File: src/rtl/io_scff_bank_if.sv
// Port bundle for io_scff_bank: functional data, scan chain and serial configuration.
// Carries par_o only when IO_SCFF_PARITY_EN is defined.
interface io_scff_bank_if #(
    parameter int WIDTH = 4
);
    logic [WIDTH-1:0] d_i;
    logic             ce_i;
    logic             srst_i;
    logic             se_i;
    logic             si_i;
    logic             so_o;
    logic             scan_done_o;
    logic             cfg_en_i;
    logic             cfg_d_i;
    logic             cfg_q_o;
    logic [WIDTH-1:0] q_o;
`ifdef IO_SCFF_PARITY_EN
    logic             par_o;
`endif

    modport master (
        output d_i, ce_i, srst_i, se_i, si_i, cfg_en_i, cfg_d_i,
        input  so_o, scan_done_o, cfg_q_o, q_o
`ifdef IO_SCFF_PARITY_EN
        , input par_o
`endif
    );

    modport slave (
        input  d_i, ce_i, srst_i, se_i, si_i, cfg_en_i, cfg_d_i,
        output so_o, scan_done_o, cfg_q_o, q_o
`ifdef IO_SCFF_PARITY_EN
        , output par_o
`endif
    );
endinterface

File: src/rtl/io_scff_bank.sv
// WIDTH-bit multi-mode IO scan flop bank with serial mode configuration and scan-length counting.
// Optional registered parity output enabled by defining IO_SCFF_PARITY_EN.
module io_scff_bank #(
    parameter int WIDTH = 4,
    parameter int CNT_W = 6
) (
    input  logic          clk_i,
    input  logic          clr_i,
    io_scff_bank_if.slave bus
);
    localparam logic [CNT_W-1:0] LAST_CNT = CNT_W'(WIDTH - 1);

    logic [WIDTH-1:0] data_q;
    logic [WIDTH-1:0] data_next;
    logic [WIDTH:0]   shift_ext;
    logic [3:0]       cfg;
    logic [2:0]       mode;
    logic             inv;
    logic             use_reg;
    logic [CNT_W-1:0] scan_cnt;
    logic             scan_done;

    assign mode      = cfg[2:0];
    assign inv       = cfg[3];
    assign use_reg   = (mode == 3'd1) || (mode == 3'd2) || (mode == 3'd3);
    // Extending by one bit keeps the shift expression valid for WIDTH=1.
    assign shift_ext = {data_q, bus.si_i};

    // NOTE: data_next is defaulted on entry so every path assigns it and no latch is inferred.
    always_comb begin
        data_next = bus.d_i;
        if (bus.se_i) begin
            data_next = shift_ext[WIDTH-1:0];
        end else begin
            case (mode)
                3'd2:    if (!bus.ce_i) data_next = data_q;
                3'd3:    if (bus.srst_i) data_next = '0;
                default: data_next = bus.d_i;
            endcase
        end
    end

    // NOTE: state registers use non-blocking assignments so all flops sample pre-edge values together.
    always_ff @(posedge clk_i or posedge clr_i) begin
        if (clr_i) begin
            data_q    <= '0;
            cfg       <= 4'b0000;
            scan_cnt  <= '0;
            scan_done <= 1'b0;
        end else begin
            data_q <= data_next;
            if (bus.cfg_en_i) cfg <= {cfg[2:0], bus.cfg_d_i};
            if (!bus.se_i) begin
                scan_cnt  <= '0;
                scan_done <= 1'b0;
            end else if (scan_cnt == LAST_CNT) begin
                scan_cnt  <= '0;
                scan_done <= 1'b1;
            end else begin
                scan_cnt  <= scan_cnt + CNT_W'(1);
                scan_done <= 1'b0;
            end
        end
    end

    // Inversion touches only the functional output, never the scan path.
    assign bus.q_o         = (use_reg ? data_q : bus.d_i) ^ {WIDTH{inv}};
    assign bus.so_o        = data_q[WIDTH-1];
    assign bus.scan_done_o = scan_done;
    assign bus.cfg_q_o     = cfg[3];

`ifdef IO_SCFF_PARITY_EN
    logic par_q;

    always_ff @(posedge clk_i or posedge clr_i) begin
        if (clr_i) par_q <= 1'b0;
        else       par_q <= ^data_next;
    end

    assign bus.par_o = par_q;
`endif
endmodule

File: src/flat_wrapper.sv
// flat-port wrapper written by rule: the top's interface ports become plain ports
module io_scff_bank_flat 
#(
    parameter int WIDTH = 4,
    parameter int CNT_W = 6
)
  (clk_i, clr_i, bus_d_i, bus_ce_i, bus_srst_i, bus_se_i, bus_si_i, bus_cfg_en_i, bus_cfg_d_i, bus_so_o, bus_scan_done_o, bus_cfg_q_o, bus_q_o);
  io_scff_bank_if #(.WIDTH(WIDTH)) bus_i ();
  input  logic clk_i;
  input  logic clr_i;
  input wire logic [$bits(bus_i.d_i)-1:0] bus_d_i;
  input wire logic [$bits(bus_i.ce_i)-1:0] bus_ce_i;
  input wire logic [$bits(bus_i.srst_i)-1:0] bus_srst_i;
  input wire logic [$bits(bus_i.se_i)-1:0] bus_se_i;
  input wire logic [$bits(bus_i.si_i)-1:0] bus_si_i;
  input wire logic [$bits(bus_i.cfg_en_i)-1:0] bus_cfg_en_i;
  input wire logic [$bits(bus_i.cfg_d_i)-1:0] bus_cfg_d_i;
  output wire logic [$bits(bus_i.so_o)-1:0] bus_so_o;
  output wire logic [$bits(bus_i.scan_done_o)-1:0] bus_scan_done_o;
  output wire logic [$bits(bus_i.cfg_q_o)-1:0] bus_cfg_q_o;
  output wire logic [$bits(bus_i.q_o)-1:0] bus_q_o;
  assign bus_i.d_i = bus_d_i;
  assign bus_i.ce_i = bus_ce_i;
  assign bus_i.srst_i = bus_srst_i;
  assign bus_i.se_i = bus_se_i;
  assign bus_i.si_i = bus_si_i;
  assign bus_i.cfg_en_i = bus_cfg_en_i;
  assign bus_i.cfg_d_i = bus_cfg_d_i;
  assign bus_so_o = bus_i.so_o;
  assign bus_scan_done_o = bus_i.scan_done_o;
  assign bus_cfg_q_o = bus_i.cfg_q_o;
  assign bus_q_o = bus_i.q_o;
  io_scff_bank #(.WIDTH(WIDTH), .CNT_W(CNT_W)) u_core (.clk_i(clk_i), .clr_i(clr_i), .bus(bus_i));
endmodule
File: config.mk
export PLATFORM = sky130hd
export DESIGN_NAME = io_scff_bank_flat
export DESIGN_NICKNAME = d
export VERILOG_FILES = /design/src/rtl/io_scff_bank_if.sv /design/src/rtl/io_scff_bank.sv /design/src/flat_wrapper.sv
export SDC_FILE = /design/constraint.sdc
export NUM_CORES = 1
export LEC_CHECK = 0
export ABC_AREA = 0
export CORE_UTILIZATION = 40
export DETAILED_ROUTE_END_ITERATION = 10
export PLACE_DENSITY = 0.69
export REMOVE_ABC_BUFFERS = 1
export SLEW_MARGIN = 20
export SYNTH_ARGS = -nofsm -noshare
export SYNTH_HDL_FRONTEND = slang
export SYNTH_SLANG_ARGS = --single-unit
File: constraint.sdc
create_clock -name clk_i -period 1.9 [get_ports clk_i]
set_clock_uncertainty 0.1 [all_clocks]
set_input_delay 0.285 -clock clk_i [delete_from_list [all_inputs] [get_ports clk_i]]
set_output_delay 0.285 -clock clk_i [all_outputs]
set_load 0.005 [all_outputs]
# Word-level counts from Yosys, hierarchy flattened
# Index checks and enable logic that the tools add are counted.
[totals] out_inout_bits=7 elab_cells=22 regBits=15
[classes] eq_ne=5 add_sub_neg=1 muxes=9 n_bitwise=1 reduce_logical=2
[op_table] cell="$mux 4" count=4
[op_table] cell="$mux 6" count=2
[op_table] cell="$pmux 4 s2" count=1
[op_table] cell="$add 6x1->6 const B" count=1
[op_table] cell="$eq 3x2->1 const B" count=2
[op_table] cell="$eq 6x2->1 const B" count=1
[op_table] cell="$xor 4x4->4" count=1
[op_table] cell="$eq 3x1->1 const B" count=1
[op_table] cell="$ne 3x3->1 const B" count=1
[op_table] cell="$logic_or 1x1->1" count=2
[op_table] cell="$mux 1" count=2

# Longest topological paths before layout
[depth] word_depth=5 ltp_mapped=4

# Worst setup path before layout
# No wires, ideal clock.
[synth_timing] kind="reg2out" startpoint="register u_core.cfg[0]" endpoint="output bus_q_o[0]" arrival_ps=1147 n_path_buf=0 slack_ps=368 required_time_ps=1515 stages_incl_launch_ff=4 path_cell_list="dfrtp_1 > o21bai_1 > mux2i_1 > xnor2_1"
[synth_between] elab_chain_len=5 elab_cells_between_ends=7 classes_between="eq/ne (3); mux (1); bitwise (1); reduce/logical (2)"
[synth_rtl] item="start, declared" line="io_scff_bank.sv:16" source="logic [3:0] cfg;"
[synth_rtl] item="start signal, assigned" line="io_scff_bank.sv:52" source="if (bus.cfg_en_i) cfg <= {cfg[2:0], bus.cfg_d_i};"
[synth_rtl] item="$eq 3x1->1 or $eq 3x2->1 (tied branches)" line="io_scff_bank.sv:25" source="assign use_reg = (mode == 3'd1) || (mode == 3'd2) || (mode == 3'd3);"
[synth_rtl] item="$logic_or 1x1->1" line="io_scff_bank.sv:25"
[synth_rtl] item="$logic_or 1x1->1 *" line="io_scff_bank.sv:25"
[synth_rtl] item="$mux 4 *" line="io_scff_bank.sv:67" source="assign bus.q_o = (use_reg ? data_q : bus.d_i) ^ {WIDTH{inv}};"
[synth_rtl] item="$xor 4x4->4 *" line="io_scff_bank.sv:67"
[synth_rtl] item="end, declared" line="flat_wrapper.sv:21" source="output wire logic [$bits(bus_i.q_o)-1:0] bus_q_o;"
# Every way passes the cells marked *; elsewhere a longest branch is shown, timed or not.

# Worst setup path in the final report
[layout_timing] startpoint="register u_core.cfg[1]" endpoint="output bus_q_o[0]"
# The elaborated chain is that of the path after synthesis.

==> summary.md <==
| Metric | Value |
|---|---|
| Max cap viols | `0` |
| Mapped Area | `747 sq um` |
| Die ar. | `2040 sq um` |
| Sw Pwr | `237 uW` |
| Final WL | `1.54 mm` |
| DP Worst Slack | `-0.0409 ns` |
| Synthesized instance count | `70` |
| Clk buf depth | `2` |
| Max VDD drop | `401 uV` |
| Setup WS post-layout | `-0.0330 ns` |
| Buf/Inv on CP | `3` |
| Tmin final | `1.93 ns` |
| # port buffers | `18` |
| CP peak stage delay | `0.39 ns` |
| Number of hold buffers added after CTS | `0` |
| Register area share after synthesis | `0.503` |
| CP Class | `reg2out` |
| WL met3 | `31 microns` |
| Number of synthesized flops with an enable pin | `0` |
| Routability cong. | `0.707` |
| Core area | `1750 sq um` |
| Sequential share of power | `0.464` |
| Fin Hold WS | `0.232 ns` |
| Worst-margin pin slew | `0.546 ns` |
| # setup viols final | `1` |
| Crit. End Element | `output pin` |
| Int Power | `594 uW` |
| I/O pin cnt | `19` |
| Worst path cell trace | `o21bai_1, buf_4, buf_6, mux2i_1, xnor2_1, buf_2` |
| Synth top area share | `0.503` |
| Synthesized area per cell | `10.7 sq um` |
| Largest net degree at the start of global routing | `16` |
| Router iterations before antenna repair | `4` |
| Reg-to-reg startpoint | `u_core.cfg[0]` |
| Die span in x | `45.2 microns` |
| Clock latency on the worst-skew pair | `0.29 ns` |
| Iteration-0 DRC Markers | `7` |
| Leak | `0.000454 uW` |
| CTS tree | `done` |
| Final critical-path share of the clock period | `1.02` |
| Die H | `45.2 microns` |
| Pwr Density | `805 nW/um^2` |
| Vias per cell | `5.10` |
| WL/cell | `12.3 microns` |
| Comb pwr share | `0.309` |
| Violated checks | `setup timing` |
| First-pass GRT wire length | `2.55 mm` |
| Status | `finished with violations` |
| Setup_tns | `-0.0330 ns` |
| Synth top cells by count | `dfrtp_1 (15), nand3_1 (7), nand2_1 (5)` |
| R2R cell count | `4` |
| FFs w/ async S/R, synth | `1.00` |
| Crit path launch | `u_core.cfg[1]` |
| Max layer used | `met4` |
| Largest area contributor in the netlist | `dfrtp_1` |
| DRC Markers | `0` |
| Slowest cell on crit path | `dfrtp_1` |
| Layout cell share with drive strength beyond 1 | `0.220` |
| Post-DP HPWL | `1.18 mm` |
| Switching Share | `0.285` |
| M1 WL | `747 microns` |
| Nets@finish | `114` |
| Final-report hold violation count | `0` |
| # rows | `15` |
| Largest cells by area after synthesis | `dfrtp_1 (50%), mux2_2 (6.0%), mux2i_1 (5.4%), nand3_1 (4.7%), xnor2_1 (4.7%)` |
| Most used flip-flop cell after synthesis | `dfrtp_1` |
| CTS H-tree depth | `1` |
| Worst-path clk slew | `0.09 ns` |
| Global-route usage over all layers | `0.180` |
| Req. time, crit path | `1.51 ns` |
| Worst min-delay path class | `in2async` |
| Initial core utilization | `0.428` |
| Via count | `637` |
| Clk pwr share | `0.227` |
| Fmax | `517 MHz` |
| Count leader, synth | `dfrtp_1` |
| CTS Buf Count | `3` |
| Clock sinks | `15` |
| Metal2 WL | `724 microns` |
| Yosys Warn Count | `0` |
| CP Depth | `6` |
| Crit path DAT | `1.55 ns` |
| N_diodes | `0` |
| Unrepaired setup endpoints after global routing | `yes` |
| Congestion Overflow GR | `0` |
| Initial antenna violation count | `0` |
| Routed Antenna Nets | `0` |
| Vias in the first global route | `601` |
| Final core utilization | `0.591` |
| Slew HR | `0.635` |
| Max FO, Critical Path | `4` |
| Root Driver | `clkbuf_4` |
| Area growth from synthesis to layout | `38.2%` |
| CP Launch Type | `flip-flop` |
| Synthesized flop and latch total | `15` |
| Synth cell types | `24` |
| Crit path max-delay family | `flip-flops` |
| Flop2flop setup slack | `0.25 ns` |
| Final slew viol count | `0` |
-- cells by family (layout without fill, tap and decap cells) --
group,after synthesis,in the layout,share of synthesized area
AOI/OAI and AO/OA,9,9,0.0754
xor gates and xnor gates,6,6,0.0704
adders and majority gates,1,1,0.0167
buffers and inverters,3,33,0.0151
DFF,15,15,0.503
muxes,8,8,0.114
and+or+nand+nor,28,28,0.206
-- stage by stage --
| stage | cells | power [uW] | instance area, sq um |
|---|---|---|---|
| after floorplan | 69 | 507 | 743 |
| after global placement | 119 | 667 | 1010 |
| after detailed placement | 119 | 673 | 1010 |
| after CTS | 125 | 837 | 1030 |
| after global routing | 125 | 882 | 1030 |
| final | 125 | 831 | 1030 |
-- worst paths after layout --
kind / endpoint
worst max-delay path: bus_q_o[0]
worst min-delay path: u_core.cfg[1]
worst max register to register: u_core.data_q[0]
worst min register to register: u_core.scan_cnt[0]
max in group asynchronous: u_core.data_q[1]
min in group clk_i: u_core.scan_cnt[0]
-- layout make-up --
class	count	area, sq um
Tap cell	25	31.3
Fill cell	155	713
Multi-Input combinational cell	52	360
Clock buffer	4	26.3
Timing Repair Buffer	27	231
Sequential cell	15	375
Inverter	2	7.51
-- cell usage in the layout, fill, tap and decap left out, types with 2 or more instances in the layout --
master,synthesis,final
a21oi_1,2,2
a31oi_1,4,4
buf_2,0,4
buf_4,0,8
clkbuf_4,0,3
clkdlybuf4s50_1,0,14
dfrtp_1,15,15
inv_1,2,2
mux2_2,4,4
mux2i_1,4,4
nand2_1,5,5
nand2b_1,2,2
nand3_1,7,7
nor2_1,4,4
nor3_1,4,4
xnor2_1,4,4
xor2_1,2,2
-- flip-flops by register name, summed over array words and instances (netlist names) --
| register | cells |
|---|---|
| u_core.scan_cnt | 6 |
| u_core.cfg | 4 |
| u_core.data_q | 4 |
| u_core.bus.scan_done_o | 1 |
-- metal layers --
layer / track usage / vias up
li1: - / 313
met4: 0.109 / 0
met3: 0.0480 / 4
met5: 0 / -
met2: 0.272 / 8
met1: 0.230 / 312
-- power by group through the flow --
stage                     sequential, uW  clock (uW)  combinational (uW)
after floorplan                      389           0                 117
after global placement               390           0                 276
after detailed placement             393           0                 280
after CTS                            387         192                 258
after global routing                 391         209                 282
final                                385         189                 257
-- timing repair --
item                                    CTS  global route
buffers inserted                          2             0
gates resized for setup                  17             0
pin swaps                                 4             0
endpoints found under the setup margin    4             4
(Power assumes the default switching activity.)
